`config.mk`:
```
export PLATFORM = sky130hd
export DESIGN_NAME = memex_lsu_flat
export DESIGN_NICKNAME = d
export VERILOG_FILES = /design/src/rtl/memex_lsu_if.sv /design/src/rtl/memex_lsu.sv /design/src/flat_wrapper.sv
export SDC_FILE = /design/constraint.sdc
export NUM_CORES = 1
export LEC_CHECK = 0
export BUFFER_PORTS_ARGS = -buffer_cell sky130_fd_sc_hd__buf_2
export CAP_MARGIN = 20
export CORE_MARGIN = 2
export CORE_UTILIZATION = 45
export CTS_BUF_LIST = sky130_fd_sc_hd__clkbuf_16
export DETAILED_ROUTE_END_ITERATION = 8
export PLACE_DENSITY = 0.79
export SYNTH_ARGS = -nofsm -noshare
export SYNTH_HDL_FRONTEND = slang
export SYNTH_SLANG_ARGS = --single-unit
```
`constraint.sdc`:
```
create_clock -name clk -period 2.5 [get_ports clk]
set_clock_uncertainty 0.1 [all_clocks]
set_input_delay 0.125 -clock clk [delete_from_list [all_inputs] [get_ports clk]]
set_output_delay 0.125 -clock clk [all_outputs]
set_load 0.005 [all_outputs]
```
`src/rtl/memex_lsu_if.sv`:
```
// Data-memory bus between the MEMEX load/store unit (master) and data memory (slave).
interface memex_lsu_if;
    logic        dmem_req;
    logic        dmem_we;
    logic [31:0] dmem_addr;
    logic [3:0]  dmem_wstrb;
    logic [31:0] dmem_wdata;
    logic        dmem_ready;
    logic [31:0] dmem_rdata;

    modport master (
        output dmem_req, dmem_we, dmem_addr, dmem_wstrb, dmem_wdata,
        input  dmem_ready, dmem_rdata
    );

    modport slave (
        input  dmem_req, dmem_we, dmem_addr, dmem_wstrb, dmem_wdata,
        output dmem_ready, dmem_rdata
    );
endinterface

```
`src/rtl/memex_lsu.sv`:
```
// MEMEX-stage load/store unit: issues one data-memory access per load/store,
// steers store byte lanes, formats load data and stalls the pipeline meanwhile.
module memex_lsu #(
    parameter int unsigned TIMEOUT_CYCLES = 255
) (
    input  logic        clk,
    input  logic        rst,
    input  logic        invalid_MEMEX,
    input  logic        mem_read_MEMEX,
    input  logic        mem_write_MEMEX,
    input  logic [31:0] alu_result_MEMEX,
    input  logic [1:0]  data_width_MEMEX,
    input  logic        lsu_sign_extend_MEMEX,
    input  logic [31:0] store_data_MEMEX,
    memex_lsu_if.master bus,
    output logic [31:0] load_data_MEMEX,
    output logic        stall_MEMEX,
    output logic        misaligned_MEMEX,
    output logic        bus_error_MEMEX
);
    localparam int NUM_LANES = 4;
    localparam int unsigned CW = (TIMEOUT_CYCLES > 1) ? $clog2(TIMEOUT_CYCLES) : 1;
    localparam logic [CW-1:0] T_LAST = CW'(TIMEOUT_CYCLES - 1);

    typedef enum logic [1:0] {IDLE, BUSY, DONE} state_t;

    state_t      state;
    logic [CW-1:0] cnt;
    logic        rd_q;
    logic        sext_q;
    logic [1:0]  width_q;
    logic [1:0]  lo_q;

    logic [1:0]  a;
    logic        op;
    logic        bad_align;
    logic        start;
    logic        timeout_hit;

    assign a           = alu_result_MEMEX[1:0];
    assign op          = !invalid_MEMEX & (mem_read_MEMEX | mem_write_MEMEX);
    assign bad_align   = (data_width_MEMEX == 2'b11)
                       | ((data_width_MEMEX == 2'b01) & a[0])
                       | ((data_width_MEMEX == 2'b10) & (a != 2'b00));
    assign start       = (state == IDLE) & op & !bad_align;
    assign misaligned_MEMEX = (state == IDLE) & op & bad_align;
    // Stall rises in the issuing IDLE cycle so the instruction is held for BUSY.
    assign stall_MEMEX = start | (state == BUSY);
    assign timeout_hit = (TIMEOUT_CYCLES != 0) && (cnt == T_LAST);

    // Store lane steering; strobes are zero for loads.
    logic [NUM_LANES-1:0]      wstrb_n;
    logic [NUM_LANES-1:0][7:0] wdata_n;

    for (genvar i = 0; i < NUM_LANES; i++) begin : g_lane
        assign wstrb_n[i] = mem_write_MEMEX &
            ((data_width_MEMEX == 2'b00) ? (a == 2'(i)) :
             (data_width_MEMEX == 2'b01) ? (a[1] == 1'(i / 2)) : 1'b1);
        assign wdata_n[i] = !mem_write_MEMEX ? 8'h00 :
            (data_width_MEMEX == 2'b00) ? store_data_MEMEX[7:0] :
            (data_width_MEMEX == 2'b01) ? store_data_MEMEX[8*(i%2) +: 8] :
                                          store_data_MEMEX[8*i +: 8];
    end

    // Load formatting works from the fields captured at issue.
    logic [7:0]  ld_byte;
    logic [15:0] ld_half;
    logic [31:0] ld_fmt;

    always_comb begin
        ld_byte = bus.dmem_rdata[{lo_q, 3'b000} +: 8];
        ld_half = lo_q[1] ? bus.dmem_rdata[31:16] : bus.dmem_rdata[15:0];
        ld_fmt  = bus.dmem_rdata;
        case (width_q)
            2'b00:   ld_fmt = {{24{sext_q & ld_byte[7]}}, ld_byte};
            2'b01:   ld_fmt = {{16{sext_q & ld_half[15]}}, ld_half};
            default: ld_fmt = bus.dmem_rdata;
        endcase
    end

    always_ff @(posedge clk) begin
        if (rst) begin
            state           <= IDLE;
            cnt             <= '0;
            rd_q            <= 1'b0;
            sext_q          <= 1'b0;
            width_q         <= 2'b00;
            lo_q            <= 2'b00;
            bus.dmem_req    <= 1'b0;
            bus.dmem_we     <= 1'b0;
            bus.dmem_addr   <= 32'h0;
            bus.dmem_wstrb  <= 4'h0;
            bus.dmem_wdata  <= 32'h0;
            load_data_MEMEX <= 32'h0;
            bus_error_MEMEX <= 1'b0;
        end else begin
            bus_error_MEMEX <= 1'b0;
            case (state)
                IDLE: begin
                    if (start) begin
                        state          <= BUSY;
                        cnt            <= '0;
                        rd_q           <= mem_read_MEMEX;
                        sext_q         <= lsu_sign_extend_MEMEX;
                        width_q        <= data_width_MEMEX;
                        lo_q           <= a;
                        bus.dmem_req   <= 1'b1;
                        bus.dmem_we    <= mem_write_MEMEX;
                        bus.dmem_addr  <= {alu_result_MEMEX[31:2], 2'b00};
                        bus.dmem_wstrb <= wstrb_n;
                        bus.dmem_wdata <= wdata_n;
                    end else if (misaligned_MEMEX) begin
                        load_data_MEMEX <= 32'h0;
                    end
                end
                BUSY: begin
                    if (bus.dmem_ready) begin
                        state        <= DONE;
                        bus.dmem_req <= 1'b0;
                        bus.dmem_we  <= 1'b0;
                        if (rd_q)
                            load_data_MEMEX <= ld_fmt;
                    end else if (timeout_hit) begin
                        state           <= DONE;
                        bus.dmem_req    <= 1'b0;
                        bus.dmem_we     <= 1'b0;
                        bus_error_MEMEX <= 1'b1;
                        load_data_MEMEX <= 32'h0;
                    end else begin
                        cnt <= cnt + 1'b1;
                    end
                end
                DONE:    state <= IDLE;
                default: state <= IDLE;
            endcase
        end
    end
endmodule
```
`src/flat_wrapper.sv`:
```
// flat-port wrapper written by rule: the top's interface ports become plain ports
module memex_lsu_flat 
#(
    parameter int unsigned TIMEOUT_CYCLES = 255
)
  (clk, rst, invalid_MEMEX, mem_read_MEMEX, mem_write_MEMEX, alu_result_MEMEX, data_width_MEMEX, lsu_sign_extend_MEMEX, store_data_MEMEX, load_data_MEMEX, stall_MEMEX, misaligned_MEMEX, bus_error_MEMEX, bus_dmem_req, bus_dmem_we, bus_dmem_addr, bus_dmem_wstrb, bus_dmem_wdata, bus_dmem_ready, bus_dmem_rdata);
  memex_lsu_if bus_i ();
  input  logic clk;
  input  logic rst;
  input  logic invalid_MEMEX;
  input  logic mem_read_MEMEX;
  input  logic mem_write_MEMEX;
  input  logic [31:0] alu_result_MEMEX;
  input  logic [1:0] data_width_MEMEX;
  input  logic lsu_sign_extend_MEMEX;
  input  logic [31:0] store_data_MEMEX;
  output logic [31:0] load_data_MEMEX;
  output logic stall_MEMEX;
  output logic misaligned_MEMEX;
  output logic bus_error_MEMEX;
  output wire logic [$bits(bus_i.dmem_req)-1:0] bus_dmem_req;
  output wire logic [$bits(bus_i.dmem_we)-1:0] bus_dmem_we;
  output wire logic [$bits(bus_i.dmem_addr)-1:0] bus_dmem_addr;
  output wire logic [$bits(bus_i.dmem_wstrb)-1:0] bus_dmem_wstrb;
  output wire logic [$bits(bus_i.dmem_wdata)-1:0] bus_dmem_wdata;
  input wire logic [$bits(bus_i.dmem_ready)-1:0] bus_dmem_ready;
  input wire logic [$bits(bus_i.dmem_rdata)-1:0] bus_dmem_rdata;
  assign bus_dmem_req = bus_i.dmem_req;
  assign bus_dmem_we = bus_i.dmem_we;
  assign bus_dmem_addr = bus_i.dmem_addr;
  assign bus_dmem_wstrb = bus_i.dmem_wstrb;
  assign bus_dmem_wdata = bus_i.dmem_wdata;
  assign bus_i.dmem_ready = bus_dmem_ready;
  assign bus_i.dmem_rdata = bus_dmem_rdata;
  memex_lsu #(.TIMEOUT_CYCLES(TIMEOUT_CYCLES)) u_core (.clk(clk), .rst(rst), .invalid_MEMEX(invalid_MEMEX), .mem_read_MEMEX(mem_read_MEMEX), .mem_write_MEMEX(mem_write_MEMEX), .alu_result_MEMEX(alu_result_MEMEX), .data_width_MEMEX(data_width_MEMEX), .lsu_sign_extend_MEMEX(lsu_sign_extend_MEMEX), .store_data_MEMEX(store_data_MEMEX), .bus(bus_i), .load_data_MEMEX(load_data_MEMEX), .stall_MEMEX(stall_MEMEX), .misaligned_MEMEX(misaligned_MEMEX), .bus_error_MEMEX(bus_error_MEMEX));
endmodule
```
==> metrics, run 1 <==
Synth area leader=dfxtp_1; largest family of logic cells by synthesized area=compound AO/OA/AOI/OAI gates; leakage=around 0.0034 uW; WL per Instance=approximately 16 microns; first-pass iteration count of the detailed router=6; Synth top area share=about 45%; met2 WL=a little over 8000 microns; initial antenna violation count=0; XOR/XNOR Fraction of Synth Area=around 1%; worst min-delay path class=input port to register; status=complete, no violations; core area=~0.011 sq mm; maximum fanout along the worst path=16; post-synthesis cell count=approximately 620; Hold Fails Final Rpt=0; Met3 Wirelength=1566 microns; Slew headroom=a little over two fifths; Yosys reg bits=about 120; top-count cell post-synth=nand2_1; maxcap violations=0; via/cell ratio=~5.4; FMAX=around 440 MHz; Routability Congestion=approximately 0.86; first-pass GRT wire length=roughly 27,000 microns; largest cells by area after synthesis=dfxtp_1 45%, nand2_1 9.9%, a21oi_1 7.6%, mux2_2 3.9%, o2bb2ai_1 3.7%; CTS sink cnt=117; ys flop type=dfxtp_1; DRC=0; number of diodes=0; synth warn=0; Final Setup Violations=0; R2R Setup Slk=around 370 ps; Via Count=roughly 5,600; H-tree levels=4; post-synthesis mux area share=between 7 and 8%; CTS max path bufs=2; # rows=39; Tightest Pin Transition=about 840 ps; Layout area overhead=49.83%; Synth Area per Inst=about 8.4 sq um; clk_lat worst skew=between 400 and 500 ps; die area=about 0.012 sq mm; final period utilization=between 90% and 100%; CTS Buf Count=17; Seq/Total Area, Yosys=a little under half; vias in the first global route=approximately 5,400; pins over their slew limit=0; number of port buffers=a little over 200; Placed Area=between 0.006 and 0.007 sq mm; Worst EP arrival=roughly 2500 ps; CTS tree=done; type of origin of the critical path=input port; io pins=between 200 and 250; routed metal-1 wirelength=6791 microns; clock slew at reported path FFs=~50 ps; critical path required time=approximately 2700 ps; most frequent cells after synthesis=137 x nand2_1, 117 x dfxtp_1, 79 x a21oi_1; final wirelength=~17,000 microns; adder-cell share of the synthesized area=less than 1%; crit path capture type=register; VDD IR max=0.4953 mV; Simple-Gate Fraction of Synth Area=18.73%; die width=about 110 microns; Detailed Route Iter0 Violations=~550; RSZ-0062 raised after global routing=false; highest routed layer=met4; Compound-Gate Fraction of Synth Area=22.04%; final net count=about 1,000; min Tclk post-route=around 2300 ps; Yosys cell types=50; die extent in y=about 110 microns; Pwr Density=slightly below 700 mW/mm^2; Overall Global Routing Usage=27.16%; Initial Util=a little under half; share of layout cells above drive strength 1=between 30 and 40%; Post-Syn Area=around 0.0052 sq mm; setup_tns=0 ps; Async SR Flop Fraction=0%; CTS Root Cell=clkbuf_16; Crit Path Class=input port to register; Final ANT Viol Nets=0; maximum number of pins on one net before global-route repair=between 80 and 90; GRT overflow=0; HPWL after DPL=10,410 microns; number of flops mapped to enable cells by yosys=0; Post-CTS Setup Bufs=0; final design area excluding fillers=approximately 0.0078 sq mm
==> routing by layer <==
layer | vias up | GRT usage [%]
met4 | 0 | 10.95
met2 | 295 | 45.00
li1 | 2688 | -
met1 | 2598 | 33.29
met3 | 41 | 7.928
met5 | - | 0
==> cells in the final DEF (no fill, tap or decap), drive strengths merged, types with 6 or more instances in the layout <==
cell type    instances
a2bb2oi              7
clkbuf              17
o2bb2ai             32
a221oi               7
o21ai               19
dfxtp              117
mux2i               17
a21oi               80
nor2                34
o22ai                8
nand3               37
inv                 13
clkinv               6
nand2              137
mux2                18
bufinv               6
dlygate4sd3         78
buf                224
==> report_power, final <==
part / switching, uW / internal (uW)
Clock: 865 / 1860
Combinational: 328 / 301
Sequential: 28.8 / 1920
Total: 1220 / 4070
==> state kept, by name (all words and copies together) (netlist names), 2 cells and up <==
name	cells
u_core.lo_q	2
u_core.bus.dmem_wstrb	4
u_core.state	2
u_core.load_data_MEMEX	32
u_core.bus.dmem_wdata	32
u_core.width_q	2
u_core.bus.dmem_addr	30
u_core.cnt	8
==> worst paths after layout <==
check,depth (start not counted),start,endpoint
min reg2reg,2,u_core.bus.dmem_wdata[20],u_core.bus.dmem_wdata[20]
min,3,rst,u_core.load_data_MEMEX[6]
max reg2reg,5,u_core.state[1],u_core.load_data_MEMEX[7]
max,7,mem_read_MEMEX,u_core.load_data_MEMEX[7]
==> layout make-up <==
class / count / area, sq um
timing repair buffer: 302 / 1964
clock buffer: 17 / 425.4
clock inverter: 15 / 237.7
fill: 865 / 3556
inverter: 12 / 45.04
sequential: 117 / 2342
multi-input combinational: 439 / 2571
tap: 143 / 178.9
==> per-stage QoR <==
step	hold slack, ps	setup WS (ps)	instances	power, uW	utilization [%]
3_5_place_dp	269.5	142.4	934	2494	55.70
4_1_cts	9.369	44.66	1044	5305	68.46
2_1_floorplan	100.7	741.1	616	2274	-
5_1_grt	56.23	106.0	1045	5491	68.59
6_report	28.89	235.5	1045	5296	68.59
3_3_place_gp	265.4	142.9	934	2489	55.70
==> critical path, cell delays in order <==
cell and delay [ps]:
dlygate4sd3_1 530, buf_2 140, or2_2 330, nand2_1 110, mux2i_1 350, nand3_1 550, o2bb2ai_1 350
==> kinds of logic after synthesis <==
kind of cell             count (synthesis)
flip-flops                             117
AND/OR/NAND/NOR                        228
adder cells (fa/ha/maj)                  2
buffers and inverters                   60
AO/OA/AOI/OAI                          166
XOR/XNOR                                 6
other                                    1
multiplexers                            35
==> repair_timing <==
action                                 CTS  global route
hold buffers                            78             0
endpoints found under the hold margin   78             0
gates resized for setup                  0             0
Power figures use the tool's default switching activity.
==> run 2, diff against run 1 <==
- ABC_CLOCK_PERIOD_IN_PS: not set -> 2500
- HOLD_SLACK_MARGIN: not set -> 0.05
==> metrics, run 2 (same netlist as run 1, synthesis figures left out) <==
critical path required time=2720 ps (about the same); Worst Setup Slack, final=223.8 ps (-11.70 ps); number of diodes=0 (unchanged); VDD IR max=0.4949 mV (about the same); Via Count=5,683 (+1.1%); maxcap violations=0 (unchanged); GRT overflow=0 (unchanged); maximum number of pins on one net before global-route repair=81 (unchanged); Placement Setup Slack=142.4 ps (unchanged); clk_lat worst skew=420 ps (about the same); # rows=39 (unchanged); Worst EP arrival=2500 ps (about the same); CTS max path bufs=2 (unchanged); maximum fanout along the worst path=16 (unchanged); H-tree levels=4 (unchanged); CTS Buf Count=17 (unchanged); first-pass GRT wire length=27,860 microns (+2.9%); crit path capture type=register; die area=0.01239 sq mm (unchanged); DRC=0 (unchanged); pins over their slew limit=0 (unchanged); slowest cell on the critical path=nand3_1; Tightest Pin Transition=846.0 ps (+1.104 ps); Crit Path Class=input port to register; first-pass iteration count of the detailed router=5 (-1); Layout area overhead=51.57%; share of layout cells above drive strength 1=31.72% (-0.32 points); final net count=1,005 (+0.90%); fill count=837 (-3.2%); total power=5323 uW (+0.51%); Overall Global Routing Usage=27.95% (+0.79 points); final design area excluding fillers=0.007855 sq mm (+1.2%); slowest stage delay, CP=550 ps (about the same); status=complete, no violations; WL per Instance=16.54 microns (+1.8%); Detailed Route Iter0 Violations=519 (-5.5%); Hold Fails Final Rpt=0 (unchanged); worst min-delay path class=input port to register; type of origin of the critical path=input port; core area=0.01132 sq mm (unchanged); die extent in y=111.3 microns (unchanged); Routability Congestion=0.8593 (unchanged); CTS tree=done; Placed Area=0.006306 sq mm (unchanged); min Tclk post-route=2276 ps (+11.70 ps); via/cell ratio=5.392 (+0.22%); Initial Util=45.78% (unchanged); die width=111.3 microns (unchanged); io pins=210 (unchanged); CTS sink cnt=117 (unchanged); Slew headroom=43.60% (-0.074 points); commonest cells after routing, fill and taps aside=207 x buf_2, 137 x nand2_1, 117 x dfxtp_1; Pwr Density=677.6 mW/mm^2 (-0.65%); commonest non-fill, non-tap cell in the layout=buf_2; Final Setup Violations=0 (unchanged); initial antenna violation count=0 (unchanged); CP cell instances=dlygate4sd3_1 > buf_2 > or2_2 > nand2_1 > mux2i_1 > nand3_1 > o2bb2ai_1; clock slew at reported path FFs=50 ps (about the same); leakage=0.003438 uW (+1.1%); RSZ-0062 raised after global routing=false; setup_tns=0 ps (unchanged); Post-CTS Hold Buffers=87 (+12%); Final ANT Viol Nets=0 (unchanged); Post-CTS Resized=0 (unchanged); Post-CTS Setup Bufs=0 (unchanged); FMAX=439.3 MHz (-0.51%); HPWL after DPL=10,410 microns (unchanged); number of port buffers=207 (unchanged); final wirelength=17,430 microns (+2.7%); final period utilization=91.05% (+0.47 points); CTS Root Cell=clkbuf_16; top flop regs=u_core.bus.dmem_wdata x32, u_core.load_data_MEMEX x32, u_core.bus.dmem_addr x30; vias in the first global route=5,507 (+2.2%)
==> run 2: per-layer routing <==
metal | wire length, microns | global-route usage, % | vias to the layer above
li1 | - | - | 2710
met1 | 7087 | 33.89 | 2633
met2 | 8398 | 46.54 | 300
met3 | 1491 | 8.420 | 40
met4 | 457 | 11.28 | 0
met5 | 0 | 0 | -
==> run 2: critical path: cells and delay by family <==
| family | cells | cell delay (ps) |
|---|---|---|
| AO/OA/AOI/OAI | 1 | 350 |
| buffers and inverters | 2 | 670 |
| multiplexers | 1 | 360 |
| AND/OR/NAND/NOR | 3 | 990 |
==> run 2: path summary, 6_finish.rpt <==
path                                                start                   endpoint  slack [ps]  cells after the start
worst max register to register            u_core.state[1]  u_core.load_data_MEMEX[7]         350                      5
worst min-delay path                                  rst  u_core.load_data_MEMEX[6]          30                      3
worst max-delay path                       mem_read_MEMEX  u_core.load_data_MEMEX[7]         220                      7
worst min register to register  u_core.bus.dmem_wdata[20]  u_core.bus.dmem_wdata[20]         340                      2
==> run 2: area by class of cell <==
class                      instances  area [sq um]  area share [%]
sequential                       117          2342           29.82
tap                              143         178.9           2.278
timing repair buffer             311          2054           26.15
inverter                          12         45.04          0.5734
clock buffer                      17         425.4           5.416
multi-input combinational        439          2571           32.73
clock inverter                    15         237.7           3.026
==> run 2: where the power goes <==
group / total, uW / internal, uW / switching, uW
Sequential: 1940 / 1920 / 29.3
Combinational: 645 / 310 / 335
Clock: 2730 / 1860 / 876
Total: 5320 / 4080 / 1240
==> run 2: stage by stage <==
| stage | instances | hold WS (ps) | utilization, % |
|---|---|---|---|
| after global placement | 934 | 265.4 | 55.70 |
| final | 1054 | 33.58 | 69.39 |
| after global routing | 1054 | 56.23 | 69.39 |
| after detailed placement | 934 | 269.5 | 55.70 |
| after floorplan | 616 | 100.7 | - |
| after CTS | 1053 | 50.34 | 69.25 |
==> run 3, diff against run 2 <==
--- a/config.mk
+++ b/config.mk
@@ -11,7 +11,7 @@
 export CORE_MARGIN = 2
-export CORE_UTILIZATION = 45
-export CTS_BUF_LIST = sky130_fd_sc_hd__clkbuf_16
+export CORE_UTILIZATION = 40
+export CTS_BUF_LIST = sky130_fd_sc_hd__clkbuf_2 sky130_fd_sc_hd__clkbuf_4 sky130_fd_sc_hd__clkbuf_8
 export DETAILED_ROUTE_END_ITERATION = 8
 export HOLD_SLACK_MARGIN = 0.05
-export PLACE_DENSITY = 0.79
+export PLACE_DENSITY = 0.72
 export SYNTH_ARGS = -nofsm -noshare
==> constraint.sdc (replaced) <==
create_clock -name clk -period 2.5 [get_ports clk]
set_clock_uncertainty 0.1 [all_clocks]
set_input_delay 0.25 -clock clk [delete_from_list [all_inputs] [get_ports clk]]
set_output_delay 0.25 -clock clk [all_outputs]
set_load 0.005 [all_outputs]
==> metrics, run 3 (same netlist as run 1, synthesis figures left out) <==
status=complete, no violations; RSZ-0062 raised after global routing=false; die extent in y=117.8 microns (+5.8%); maximum fanout along the worst path=3 (-13); worst min-delay path class=input port to register; Final Non-Filler Cells=1,068 (+1.3%); final wirelength=16,850 microns (-3.4%); Crit Path Class=register to output pin; Routability Congestion=0.8623 (+0.35%); slowest cell on the critical path=nor2_1; critical path required time=2150 ps (-570 ps); Initial Util=41.07% (-4.7 points); die width=117.8 microns (+5.8%); CTS max path bufs=2 (unchanged); WL per Instance=15.77 microns (-4.6%); leakage=0.003228 uW (-6.1%); CTS Buf Count=17 (unchanged); CTS tree=done; DRC=0 (unchanged); Overall Global Routing Usage=23.37% (-4.6 points); Worst EP arrival=1990 ps (-510 ps); Final Setup Violations=0 (unchanged); FMAX=426.5 MHz (-2.9%); Post-CTS Setup Bufs=0 (unchanged); CTS sink cnt=117 (unchanged); HPWL after DPL=10,980 microns (+5.5%); CTS Root Cell=clkbuf_8; final net count=990 (-1.5%); Worst Setup Slack, final=155.6 ps (-68.22 ps); die area=0.01388 sq mm (+12%); share of layout cells above drive strength 1=32.92% (+1.2 points); first-pass iteration count of the detailed router=5 (unchanged); io pins=210 (unchanged); number of diodes=0 (unchanged); vias in the first global route=5,242 (-4.8%); type of origin of the critical path=register; via/cell ratio=5.154 (-4.4%); core area=0.01262 sq mm (+11%); Placement Setup Slack=154.9 ps (+12.56 ps); GRT overflow=0 (unchanged); VDD IR max=0.3642 mV (-26%); # rows=41 (+5.1%); number of port buffers=207 (unchanged); Detailed Route Iter0 Violations=460 (-11%); final period utilization=93.78% (+2.7 points); min Tclk post-route=2344 ps (+68.22 ps); setup_tns=0 ps (unchanged); Final ANT Viol Nets=0 (unchanged); Hold Fails Final Rpt=0 (unchanged); H-tree levels=4 (unchanged); top flop regs=u_core.bus.dmem_wdata x32, u_core.load_data_MEMEX x32, u_core.bus.dmem_addr x30; first-pass GRT wire length=26,280 microns (-5.7%); Pwr Density=563.6 mW/mm^2 (-17%); initial antenna violation count=0 (unchanged); slowest stage delay, CP=470 ps (-80 ps); crit path capture type=output pin; clk_lat worst skew=420 ps (about the same); dpl cells=966 (+3.4%); clock slew at reported path FFs=70 ps (+20 ps); commonest non-fill, non-tap cell in the layout=buf_2; commonest cells after routing, fill and taps aside=207 x buf_2, 137 x nand2_1, 117 x dfxtp_1; Via Count=5,505 (-3.1%); CP cell instances=nor3_2 > nand2_1 > nor2_1 > buf_2; maxcap violations=0 (unchanged); pins over their slew limit=0 (unchanged); Tightest Pin Transition=1085 ps (+239.3 ps); Layout area overhead=43.26%; Slew headroom=27.21% (-16 points); maximum number of pins on one net before global-route repair=81 (unchanged)
[run 3: cell types whose count changed in the layout (fill, tap and decap cells not counted), moves of 3 or more]
cell	previous run	this run
clkbuf_8	0	18
clkbuf_16	17	0
clkinv_2	1	4
dlygate4sd3_1	87	69
buf_4	15	19
bufinv_16	6	1
[run 3: stage by stage]
step           utilization, %  total power (uW)  hold slack [ps]  area (sq um)
5_1_grt                 58.83              4360            87.61          7425
6_report                58.83              4184            88.39          7425
3_5_place_dp            50.34              2499            343.0          6352
2_1_floorplan               -              2274            225.7          5186
3_3_place_gp            50.34              2497            335.9          6352
4_1_cts                 58.73              4210            52.21          7412
[run 3: final cells by class]
type / instances / area [sq um]
inverters: 12 / 45.04
clock buffers: 20 / 262.8
repair buffers: 295 / 1869
well taps: 172 / 215.2
clock inverters: 12 / 106.4
fillers: 1131 / 5195
flip-flops and latches: 117 / 2342
multi-input cells: 440 / 2584
[run 3: where the power goes]
group | switching [uW] | leakage (uW) | internal (uW)
clock | 795 | 0.000182 | 830
sequential | 31.0 | 0.000947 | 1910
combinational | 326 | 0.00210 | 289
[run 3: metal layers]
metal,track usage [%],vias to the layer above,routed length (microns)
li1,-,2685,-
met1,29.14,2538,7210
met2,39.17,257,8082
met3,6.444,25,1258
met4,7.380,0,296
met5,0,-,0
[run 3: timing repair]
item                                    4_1_cts  5_1_grt
hold endpoints to repair                     69        0
resized for setup                             0        0
endpoints found under the setup margin        0       12
hold buffers                                 69        0
[run 3: worst paths after layout]
check                                 start                    endpoint  slack (ps)  depth (start not counted)
setup / recovery            u_core.state[1]            misaligned_MEMEX         160                          4
hold / removal           bus_dmem_rdata[13]  u_core.load_data_MEMEX[13]          90                          3
setup reg to reg              u_core.cnt[0]  u_core.load_data_MEMEX[19]         350                          8
hold reg to reg   u_core.bus.dmem_wdata[30]   u_core.bus.dmem_wdata[30]         350                          2
[run 3: worst max-delay path: cells and delay by family (launching register included)]
kind / cells / cell delay (ps)
and+or+nand+nor: 3 / 1000
DFF: 1 / 330
buffers and inverters: 1 / 240
